**config.mk**
```make
export PLATFORM = sky130hd
export DESIGN_NAME = uart_tx_arbiter_flat
export DESIGN_NICKNAME = d
export VERILOG_FILES = /design/src/rtl/uart_arb_pkg.sv /design/src/rtl/uart_tx_arbiter_if.sv /design/src/rtl/uart_tx_arbiter_rr_pick.sv /design/src/rtl/uart_tx_arbiter.sv /design/src/flat_wrapper.sv
export SDC_FILE = /design/constraint.sdc
export NUM_CORES = 1
export LEC_CHECK = 0
export BUFFER_PORTS_ARGS = -buffer_cell sky130_fd_sc_hd__buf_2
export CAP_MARGIN = 0
export CORE_MARGIN = 3
export CORE_UTILIZATION = 45
export CTS_CLUSTER_DIAMETER = 200
export DETAILED_ROUTE_END_ITERATION = 12
export GPL_TIMING_DRIVEN = 1
export PLACE_DENSITY = 0.86
export SLEW_MARGIN = 20
export SYNTH_ARGS = -nofsm -noshare
export SYNTH_HDL_FRONTEND = slang
export SYNTH_SLANG_ARGS = --single-unit
```
**constraint.sdc**
```tcl
create_clock -name clk -period 4.43 [get_ports clk]
set_input_delay 0.443 -clock clk [delete_from_list [all_inputs] [get_ports clk]]
set_output_delay 0.443 -clock clk [all_outputs]
set_load 0.02 [all_outputs]
```
**src/rtl/uart_arb_pkg.sv**
```systemverilog
// Shared types for the UART transmit arbiter.
// Holds the FSM state encoding and the grant-index width helper.
package uart_arb_pkg;

    typedef enum logic [1:0] {
        ARB_IDLE,
        ARB_LOAD,
        ARB_WAIT_START,
        ARB_WAIT_DONE
    } arb_state_e;

    function automatic int grant_w(input int n);
        return (n > 1) ? $clog2(n) : 1;
    endfunction

endpackage

```
**src/rtl/uart_tx_arbiter_if.sv**
```systemverilog
// Producer-side and transmitter-side signals of the UART transmit arbiter.
// The master modport is the arbiter; slave is everything around it.
interface uart_tx_arbiter_if
    import uart_arb_pkg::*;
#(
    parameter int NUM_REQ   = 4,
    parameter int DATA_BITS = 8
);
    localparam int IW = grant_w(NUM_REQ);

    logic [NUM_REQ-1:0]           req_valid;
    logic [NUM_REQ*DATA_BITS-1:0] req_data;
    logic [NUM_REQ-1:0]           req_last;
    logic [NUM_REQ-1:0]           req_ready;
    logic                         tx_send;
    logic [DATA_BITS-1:0]         tx_data_in;
    logic                         tx_busy;
    logic                         grant_valid;
    logic [IW-1:0]                grant_id;
    logic                         err_timeout;

    modport master (
        input  req_valid, req_data, req_last, tx_busy,
        output req_ready, tx_send, tx_data_in,
        output grant_valid, grant_id, err_timeout
    );

    modport slave (
        output req_valid, req_data, req_last, tx_busy,
        input  req_ready, tx_send, tx_data_in,
        input  grant_valid, grant_id, err_timeout
    );

endinterface

```
**src/rtl/uart_tx_arbiter_rr_pick.sv**
```systemverilog
// Combinational round-robin picker: first request at or after ptr+1,
// wrapping, wins.
module rr_pick
    import uart_arb_pkg::*;
#(
    parameter  int NUM_REQ = 4,
    localparam int IW      = grant_w(NUM_REQ)
) (
    input  logic [NUM_REQ-1:0] req,
    input  logic [IW-1:0]      ptr,
    output logic [IW-1:0]      idx,
    output logic               any
);

    always_comb begin
        logic [IW-1:0] j;
        idx = '0;
        any = 1'b0;
        j   = '0;
        for (int k = 1; k <= NUM_REQ; k++) begin
            j = IW'((int'(ptr) + k) % NUM_REQ);
            if (!any && req[j]) begin
                idx = j;
                any = 1'b1;
            end
        end
    end

endmodule

```
**src/rtl/uart_tx_arbiter.sv**
```systemverilog
// Round-robin owner of the single UART transmitter; holds the grant
// across a packet and gives up if the transmitter never goes busy.
module uart_tx_arbiter
    import uart_arb_pkg::*;
#(
    parameter int NUM_REQ      = 4,
    parameter int DATA_BITS    = 8,
    parameter int BUSY_TIMEOUT = 16
) (
    input logic            clk,
    input logic            rst,
    uart_tx_arbiter_if.master bus
);

    localparam int IW = grant_w(NUM_REQ);
    localparam int CW = $clog2(BUSY_TIMEOUT + 1);

    arb_state_e           state_q, state_d;
    logic [IW-1:0]        ptr_q, ptr_d;
    logic [IW-1:0]        grant_q, grant_d;
    logic                 gv_q, gv_d;
    logic [DATA_BITS-1:0] data_q, data_d;
    logic                 send_q, send_d;
    logic                 err_q, err_d;
    logic                 last_q, last_d;
    logic [CW-1:0]        cnt_q, cnt_d;

    logic [IW-1:0]        pick_idx;
    logic                 pick_any;
    logic [NUM_REQ-1:0]   ready;
    logic                 accept;
    logic [DATA_BITS-1:0] sel_data;

    rr_pick #(.NUM_REQ(NUM_REQ)) u_pick (
        .req (bus.req_valid),
        .ptr (ptr_q),
        .idx (pick_idx),
        .any (pick_any)
    );

    always_comb begin
        ready = '0;
        for (int g = 0; g < NUM_REQ; g++) begin
            ready[g] = (state_q == ARB_LOAD) && !bus.tx_busy
                       && (grant_q == IW'(g));
        end
    end

    assign accept   = |(ready & bus.req_valid);
    assign sel_data = bus.req_data[int'(grant_q)*DATA_BITS +: DATA_BITS];

    always_ff @(posedge clk or posedge rst) begin
        if (rst) begin
            state_q <= ARB_IDLE;
            ptr_q   <= IW'(NUM_REQ - 1);
            grant_q <= '0;
            gv_q    <= 1'b0;
            data_q  <= '0;
            send_q  <= 1'b0;
            err_q   <= 1'b0;
            last_q  <= 1'b0;
            cnt_q   <= '0;
        end else begin
            state_q <= state_d;
            ptr_q   <= ptr_d;
            grant_q <= grant_d;
            gv_q    <= gv_d;
            data_q  <= data_d;
            send_q  <= send_d;
            err_q   <= err_d;
            last_q  <= last_d;
            cnt_q   <= cnt_d;
        end
    end

    always_comb begin
        state_d = state_q;
        ptr_d   = ptr_q;
        grant_d = grant_q;
        gv_d    = gv_q;
        data_d  = data_q;
        send_d  = 1'b0;
        err_d   = 1'b0;
        last_d  = last_q;
        cnt_d   = cnt_q;
        unique case (state_q)
            ARB_IDLE: begin
                if (pick_any) begin
                    grant_d = pick_idx;
                    gv_d    = 1'b1;
                    state_d = ARB_LOAD;
                end
            end
            ARB_LOAD: begin
                if (accept) begin
                    data_d  = sel_data;
                    send_d  = 1'b1;
                    last_d  = bus.req_last[grant_q];
                    cnt_d   = '0;
                    state_d = ARB_WAIT_START;
                end
            end
            ARB_WAIT_START: begin
                // Pulse lands exactly BUSY_TIMEOUT cycles after tx_send.
                if (bus.tx_busy) begin
                    state_d = ARB_WAIT_DONE;
                end else if (cnt_q >= CW'(BUSY_TIMEOUT - 1)) begin
                    err_d   = 1'b1;
                    gv_d    = 1'b0;
                    ptr_d   = grant_q;
                    state_d = ARB_IDLE;
                end else if (cnt_q != '1) begin
                    cnt_d = cnt_q + CW'(1);
                end
            end
            ARB_WAIT_DONE: begin
                if (!bus.tx_busy) begin
                    if (last_q) begin
                        ptr_d   = grant_q;
                        gv_d    = 1'b0;
                        state_d = ARB_IDLE;
                    end else begin
                        state_d = ARB_LOAD;
                    end
                end
            end
            default: state_d = ARB_IDLE;
        endcase
    end

    assign bus.req_ready   = ready;
    assign bus.tx_send     = send_q;
    assign bus.tx_data_in  = data_q;
    assign bus.grant_valid = gv_q;
    assign bus.grant_id    = grant_q;
    assign bus.err_timeout = err_q;

endmodule
```
**src/flat_wrapper.sv**
```systemverilog
// flat-port wrapper written by rule: the top's interface ports become plain ports
module uart_tx_arbiter_flat import uart_arb_pkg::*;
#(
    parameter int NUM_REQ      = 4,
    parameter int DATA_BITS    = 8,
    parameter int BUSY_TIMEOUT = 16
)
  (clk, rst, bus_req_valid, bus_req_data, bus_req_last, bus_tx_busy, bus_req_ready, bus_tx_send, bus_tx_data_in, bus_grant_valid, bus_grant_id, bus_err_timeout);
  uart_tx_arbiter_if #(.NUM_REQ(NUM_REQ), .DATA_BITS(DATA_BITS)) bus_i ();
  input logic clk;
  input logic rst;
  input wire logic [$bits(bus_i.req_valid)-1:0] bus_req_valid;
  input wire logic [$bits(bus_i.req_data)-1:0] bus_req_data;
  input wire logic [$bits(bus_i.req_last)-1:0] bus_req_last;
  input wire logic [$bits(bus_i.tx_busy)-1:0] bus_tx_busy;
  output wire logic [$bits(bus_i.req_ready)-1:0] bus_req_ready;
  output wire logic [$bits(bus_i.tx_send)-1:0] bus_tx_send;
  output wire logic [$bits(bus_i.tx_data_in)-1:0] bus_tx_data_in;
  output wire logic [$bits(bus_i.grant_valid)-1:0] bus_grant_valid;
  output wire logic [$bits(bus_i.grant_id)-1:0] bus_grant_id;
  output wire logic [$bits(bus_i.err_timeout)-1:0] bus_err_timeout;
  assign bus_i.req_valid = bus_req_valid;
  assign bus_i.req_data = bus_req_data;
  assign bus_i.req_last = bus_req_last;
  assign bus_i.tx_busy = bus_tx_busy;
  assign bus_req_ready = bus_i.req_ready;
  assign bus_tx_send = bus_i.tx_send;
  assign bus_tx_data_in = bus_i.tx_data_in;
  assign bus_grant_valid = bus_i.grant_valid;
  assign bus_grant_id = bus_i.grant_id;
  assign bus_err_timeout = bus_i.err_timeout;
  uart_tx_arbiter #(.NUM_REQ(NUM_REQ), .DATA_BITS(DATA_BITS), .BUSY_TIMEOUT(BUSY_TIMEOUT)) u_core (.clk(clk), .rst(rst), .bus(bus_i));
endmodule
```
After elaboration in Yosys (flattened, before gate mapping)
Cells that the tools add are included.

word-level totals
  bits in registers = 23
  input port bits = 43
  output and inout bits = 17
  logic and storage cells = 108

cells by class
  $add $sub $neg = 5
  $lt $le $gt $ge = 6
  equal/unequal tests = 16
  shift-type cells = 1
  multiplexer cells = 46
  bitwise gates (word level) = 1
  reduce and logical (&&, ||, !) cells = 24

operators by type and width
  operator                                                                             number
  32-bit by 6-bit variable part select with 8-bit output                               1
  2-bit 2-to-1 mux                                                                     13
  1-bit 2-to-1 mux                                                                     20
  5-bit 2-to-1 mux                                                                     4
  2-bit by 3-bit < comparator with 1-bit output, second input constant                 5
  1-bit binary-select mux with 2-bit select                                            5
  2-bit by 1-bit != test with 1-bit output, second input constant                      5
  5-bit case mux with 2 select lines                                                   1
  5-bit AND reduction                                                                  2
  2-bit equality test, second input constant                                           4
  1-bit logical AND                                                                    8
  2-bit case mux with 4 select lines                                                   1
  2-bit != test, second input constant                                                 3
  6-bit AND reduction                                                                  1
  5-bit by 1-bit adder with 5-bit output, second input constant                        1
  5-bit by 4-bit greater-or-equal comparator with 1-bit output, second input constant  1
  5-bit != test, second input constant                                                 1
  2-bit by 1-bit adder with 2-bit output, second input constant                        2
  2-bit adder, second input constant                                                   2
  4-bit bitwise AND                                                                    1
  2-bit by 1-bit equality test with 1-bit output, second input constant                2
  1-bit zero test                                                                      4
  2-bit zero test                                                                      2
  2-bit case mux with 2 select lines                                                   1
  other kinds (7)                                                                      9

Depth between registers and ports, before layout
  depth in word-level cells = 15
  gate-level depth with buffers = 7
  gate-level depth less buffers = 7

Hierarchy
Synthesis repeated with hierarchy kept, for this count alone.

unflattened totals
  cells, all modules = 134
  area, all modules = 1567.8 um^2

by module, submodules not included
  module           times used  cells an instance  area an instance (um^2)  seq. area each (um^2)
  uart_tx_arbiter  1           120                1476.4                   578.1
  rr_pick          1           14                 91.3                     0.0

Worst setup path after synthesis
OpenSTA, ideal clock, no wires.

  path kind = reg2reg
  start point = register u_core.cnt_q[0]
  end point = register u_core.cnt_q[0]
  library setup time = 0.125 ns
  arrival time = 1.893 ns
  data required time = 4.305 ns
  slack = 2.412 ns
  cell stages (with the launch flop) = 8
  path buffers = 0
  period minus slack after synthesis = 2.018 ns
  path through = dfrtp_1 -> ha_1 -> and3_1 -> ha_1 -> or3_4 -> nor4_4 -> a211o_1 -> nand3_1

on the way
  longest elaborated chain between the ends = 5
  elaborated cells between the ends (all ways) = 10
  classes of those cells = add/sub (1); order compare (1); eq/ne (3); mux (4); reduce/logical (1)

ends and longest elaborated chain
  element                                 RTL line                RTL
  start: declaration                      uart_tx_arbiter.sv:26   logic [CW-1:0] cnt_q, cnt_d;
  start signal: assignment                uart_tx_arbiter.sv:72   cnt_q <= cnt_d;
  5-bit by 1-bit adder with 5-bit output  uart_tx_arbiter.sv:113  cnt_d = cnt_q + CW'(1);
  5-bit 2-to-1 mux                        uart_tx_arbiter.sv:112  end else if (cnt_q != '1) begin
  5-bit 2-to-1 mux                        uart_tx_arbiter.sv:107  end else if (cnt_q >= CW'(BUSY_TIMEOUT - 1)) begin
  5-bit 2-to-1 mux                        uart_tx_arbiter.sv:105  if (bus.tx_busy) begin
  5-bit case mux with 2 select lines      uart_tx_arbiter.sv:86   unique case (state_q)

Parallel ways exist; a longest one is shown, timed or not. The select of a mux whose other input is x is not followed.
A chain may end at the register's enable or synchronous reset.

Final worst setup path
Same ends and word-level chain as after synthesis.

==> impl_metrics.py <==
metrics = {
    "clock_tree": {
        "ctsHoldBuffers": 0,
        "cts_sinks": 23,
        "post_cts_buffers": 0,
        "h-tree-depth": 1,
        "cts_resized": 0,
        "clk_pin_slew_worst_paths_ns": 0.12,
        "cts_buffer_depth": 2,
        "clock_latency_ns": 0.31,
        "clockRootBuffer": "clkbuf_4",
        "cts_tree": "done",
        "cts_buffers": 3,
    },
    "sta": {
        "fmax_mhz": 454,
        "fin_crit_sh_pct": 49.8,
        "period_minus_slack_ns": 2.20,
        "tns_ns": 0,
        "setup_ws_ns": 2.23,
        "tightest_slew_ns": 0.828,
        "fin_skew_ns": 0.00433,
        "setup_viol": 0,
        "hold_violations": 0,
        "slew_violations": 0,
        "rsz0062_at_grt": "false",
        "slew_headroom_pct": 44.7,
    },
    "layout": {
        "nFillCells": 251,
        "final_area_um2": 1700,
        "area_delta_synth_final_pct": 23.1,
        "layout-drive-gt1-share_pct": 48.9,
        "final_cells": 205,
        "num_antenna_cells": 0,
        "fin_nets": 221,
    },
    "power_and_ir_drop": {
        "p_leak_nw": 0.826,
        "fin_total_pwr_uw": 964,
        "ir_drop_mv": 0.278,
        "p_per_area_nw_per_um2": 566,
    },
    "routing": {
        "viasPerCell": 5.68,
        "ant_nets": 0,
        "first_pass_iters": 5,
        "wl_per_cell_um": 15.4,
        "drtIter0Drc": 47,
        "drc": 0,
        "drt_wl_total_um": 3150,
        "vias": 1165,
    },
    "worst_setup_path": {
        "setup.worst_path.start_class": "register",
        "worst-setup-path-type": "register to register",
        "rr_worst_depth": 7,
        "crit_arrival_ns": 2.41,
        "worst-r2r-setup-slack_ns": 2.23,
        "reg2reg_from": "u_core.cnt_q[0]",
        "crit_fanout": 7,
        "cp-startpoint": "u_core.cnt_q[0]",
        "crit_path_end_kind": "register",
        "reg2reg_to": "u_core.cnt_q[0]",
        "required_ns": 4.64,
    },
    "logic_synthesis": {
        "ys_types": 38,
        "syn_nets": 163,
        "ys_seq_area_share_pct": 41.8,
        "synth_compound_area_share_pct": 6.60,
        "synth_area_per_cell_um2": 11.8,
        "synthAdderAreaFrac_pct": 2.71,
        "ys_ff_latch": 23,
        "synth-xor-area-share_pct": 0,
        "synthesis.area_um2": 1380,
        "synth-simple-area-share_pct": 17.5,
        "async_flop_share_pct": 100,
        "muxShareOfSynthArea_pct": 26.8,
        "syn-instance-count": 117,
        "ys_warn_count": 0,
        "synth-edff-count": 0,
        "synth_top_family_by_area": "multiplexers",
        "synth-main-ff-cell": "dfrtp_1",
    },
    "worst_hold_path": {
        "worstHoldPathType": "input port to async pin",
    },
    "placement": {
        "place_ws_ns": 2.25,
        "place_hpwl_um": 2530,
        "place_congestion": 0.836,
        "dpl.cell_count": 201,
        "io_buffers": 59,
        "placed_cell_area_um2": 1680,
    },
    "grt": {
        "first_global_vias": 1121,
        "overflow": 0,
        "grt_max_degree": 24,
        "antenna_found_initial": 0,
        "grt_pass1_wl_um": 4890,
        "grt_usage_pct": 17.1,
    },
    "floorplanning": {
        "die_h_um": 61.5,
        "start_util_pct": 48.5,
        "fp-row-count": 19,
        "die_area_um2": 3780,
        "dieWidth_um": 61.5,
        "io_pins": 60,
        "core_um2": 2850,
    },
    "job": {
        "maxCapViolations": 0,
    },
    "status": {
        "outcome": "completed",
    },
}
cell usage after synthesis, drive strengths merged (2+ instances only):
cell    number  area [um^2]
inv          6         22.5
nand2       11         46.3
mux4        10          225
dfstp        2         52.6
nor3         3         20.0
nor3b        2         20.0
nor2        10         37.5
and3         2         12.5
nor2b        4         25.0
a21oi        3         15.0
o21ai        6         30.0
mux2        12          135
dfrtp       21          526
ha           3         37.5
buf          6         41.3
nand2b       2         12.5
metrics by stage:
step,hold WS (ns),utilization (%)
2_1_floorplan,0.443,-
3_3_place_gp,0.477,58.8
3_5_place_dp,0.484,58.8
4_1_cts,0.300,59.7
5_1_grt,0.321,59.7
6_report,0.274,59.7
worst max path at each step:
stage                            endpoint  slack (ns)  depth (start not counted)
after floorplan           u_core.cnt_q[0]        2.41                          7
after global placement    u_core.cnt_q[0]        2.36                          7
after detailed placement  u_core.cnt_q[0]        2.25                          7
after CTS                 u_core.cnt_q[3]        2.22                          7
after global routing      u_core.cnt_q[3]        2.07                          7
final                     u_core.cnt_q[0]        2.23                          7
critical path, cell delays in order (launching register included):
cell and delay [ns]:
dfrtp_1 0.45, ha_1 0.25, and3_1 0.21, ha_1 0.21, or3_4 0.35, nor4_4 0.40
a211o_1 0.16, nand3_1 0.07
cells in the final DEF (no fill, tap or decap), types with 2 or more instances in the layout:
cell type / netlist / layout
nand2_2: 2 / 2
clkbuf_4: 0 / 3
a21oi_1: 3 / 3
nand2b_1: 2 / 2
dfrtp_1: 21 / 21
and3_1: 2 / 2
mux2_2: 3 / 3
inv_1: 5 / 5
o21ai_1: 2 / 2
o21ai_0: 4 / 4
nand2_1: 9 / 9
dfstp_2: 2 / 2
mux4_2: 10 / 10
mux2_1: 9 / 9
nor2b_1: 4 / 4
nor2_1: 10 / 10
buf_2: 3 / 59
ha_1: 3 / 3
nor3_1: 2 / 2
routing by layer:
metal  global-route usage, %  part of all wire [%]
met3                    2.52                   3.9
met5                       0                     0
met1                    21.0                    38
met2                    31.4                    57
met4                    4.55                   1.1
registers in the layout, indices dropped and copies added, names as in the netlist:
signal,count
u_core.bus.tx_data_in,8
u_core.cnt_q,5
u_core.bus.grant_id,2
u_core.ptr_q,2
u_core.state_q,2
u_core.bus.err_timeout,1
u_core.bus.grant_valid,1
u_core.bus.tx_send,1
u_core.last_q,1
area by class of cell:
cell class / count / area [um^2] / share of cell area (%)
tap: 31 / 38.8 / 2.28
inverter: 6 / 22.5 / 1.32
timing repair buffer: 59 / 295 / 17.3
multi-input combinational: 82 / 742 / 43.5
clock buffer: 3 / 22.5 / 1.32
sequential: 23 / 578 / 33.9
clock inverter: 1 / 5.00 / 0.294
cells by family after synthesis:
| logic type | after synthesis |
|---|---|
| simple gates | 41 |
| compound gates | 15 |
| fa+ha+maj | 3 |
| buf+inv | 12 |
| flops | 23 |
| mux | 23 |
power by group:
part	switching, mW	leakage [nW]	internal [mW]
Combinational	0.225	0.526	0.230
Sequential	0.115	0.282	0.298
Clock	0.0619	0.0177	0.0338
No activity file was read; power rests on OpenSTA's default activity.
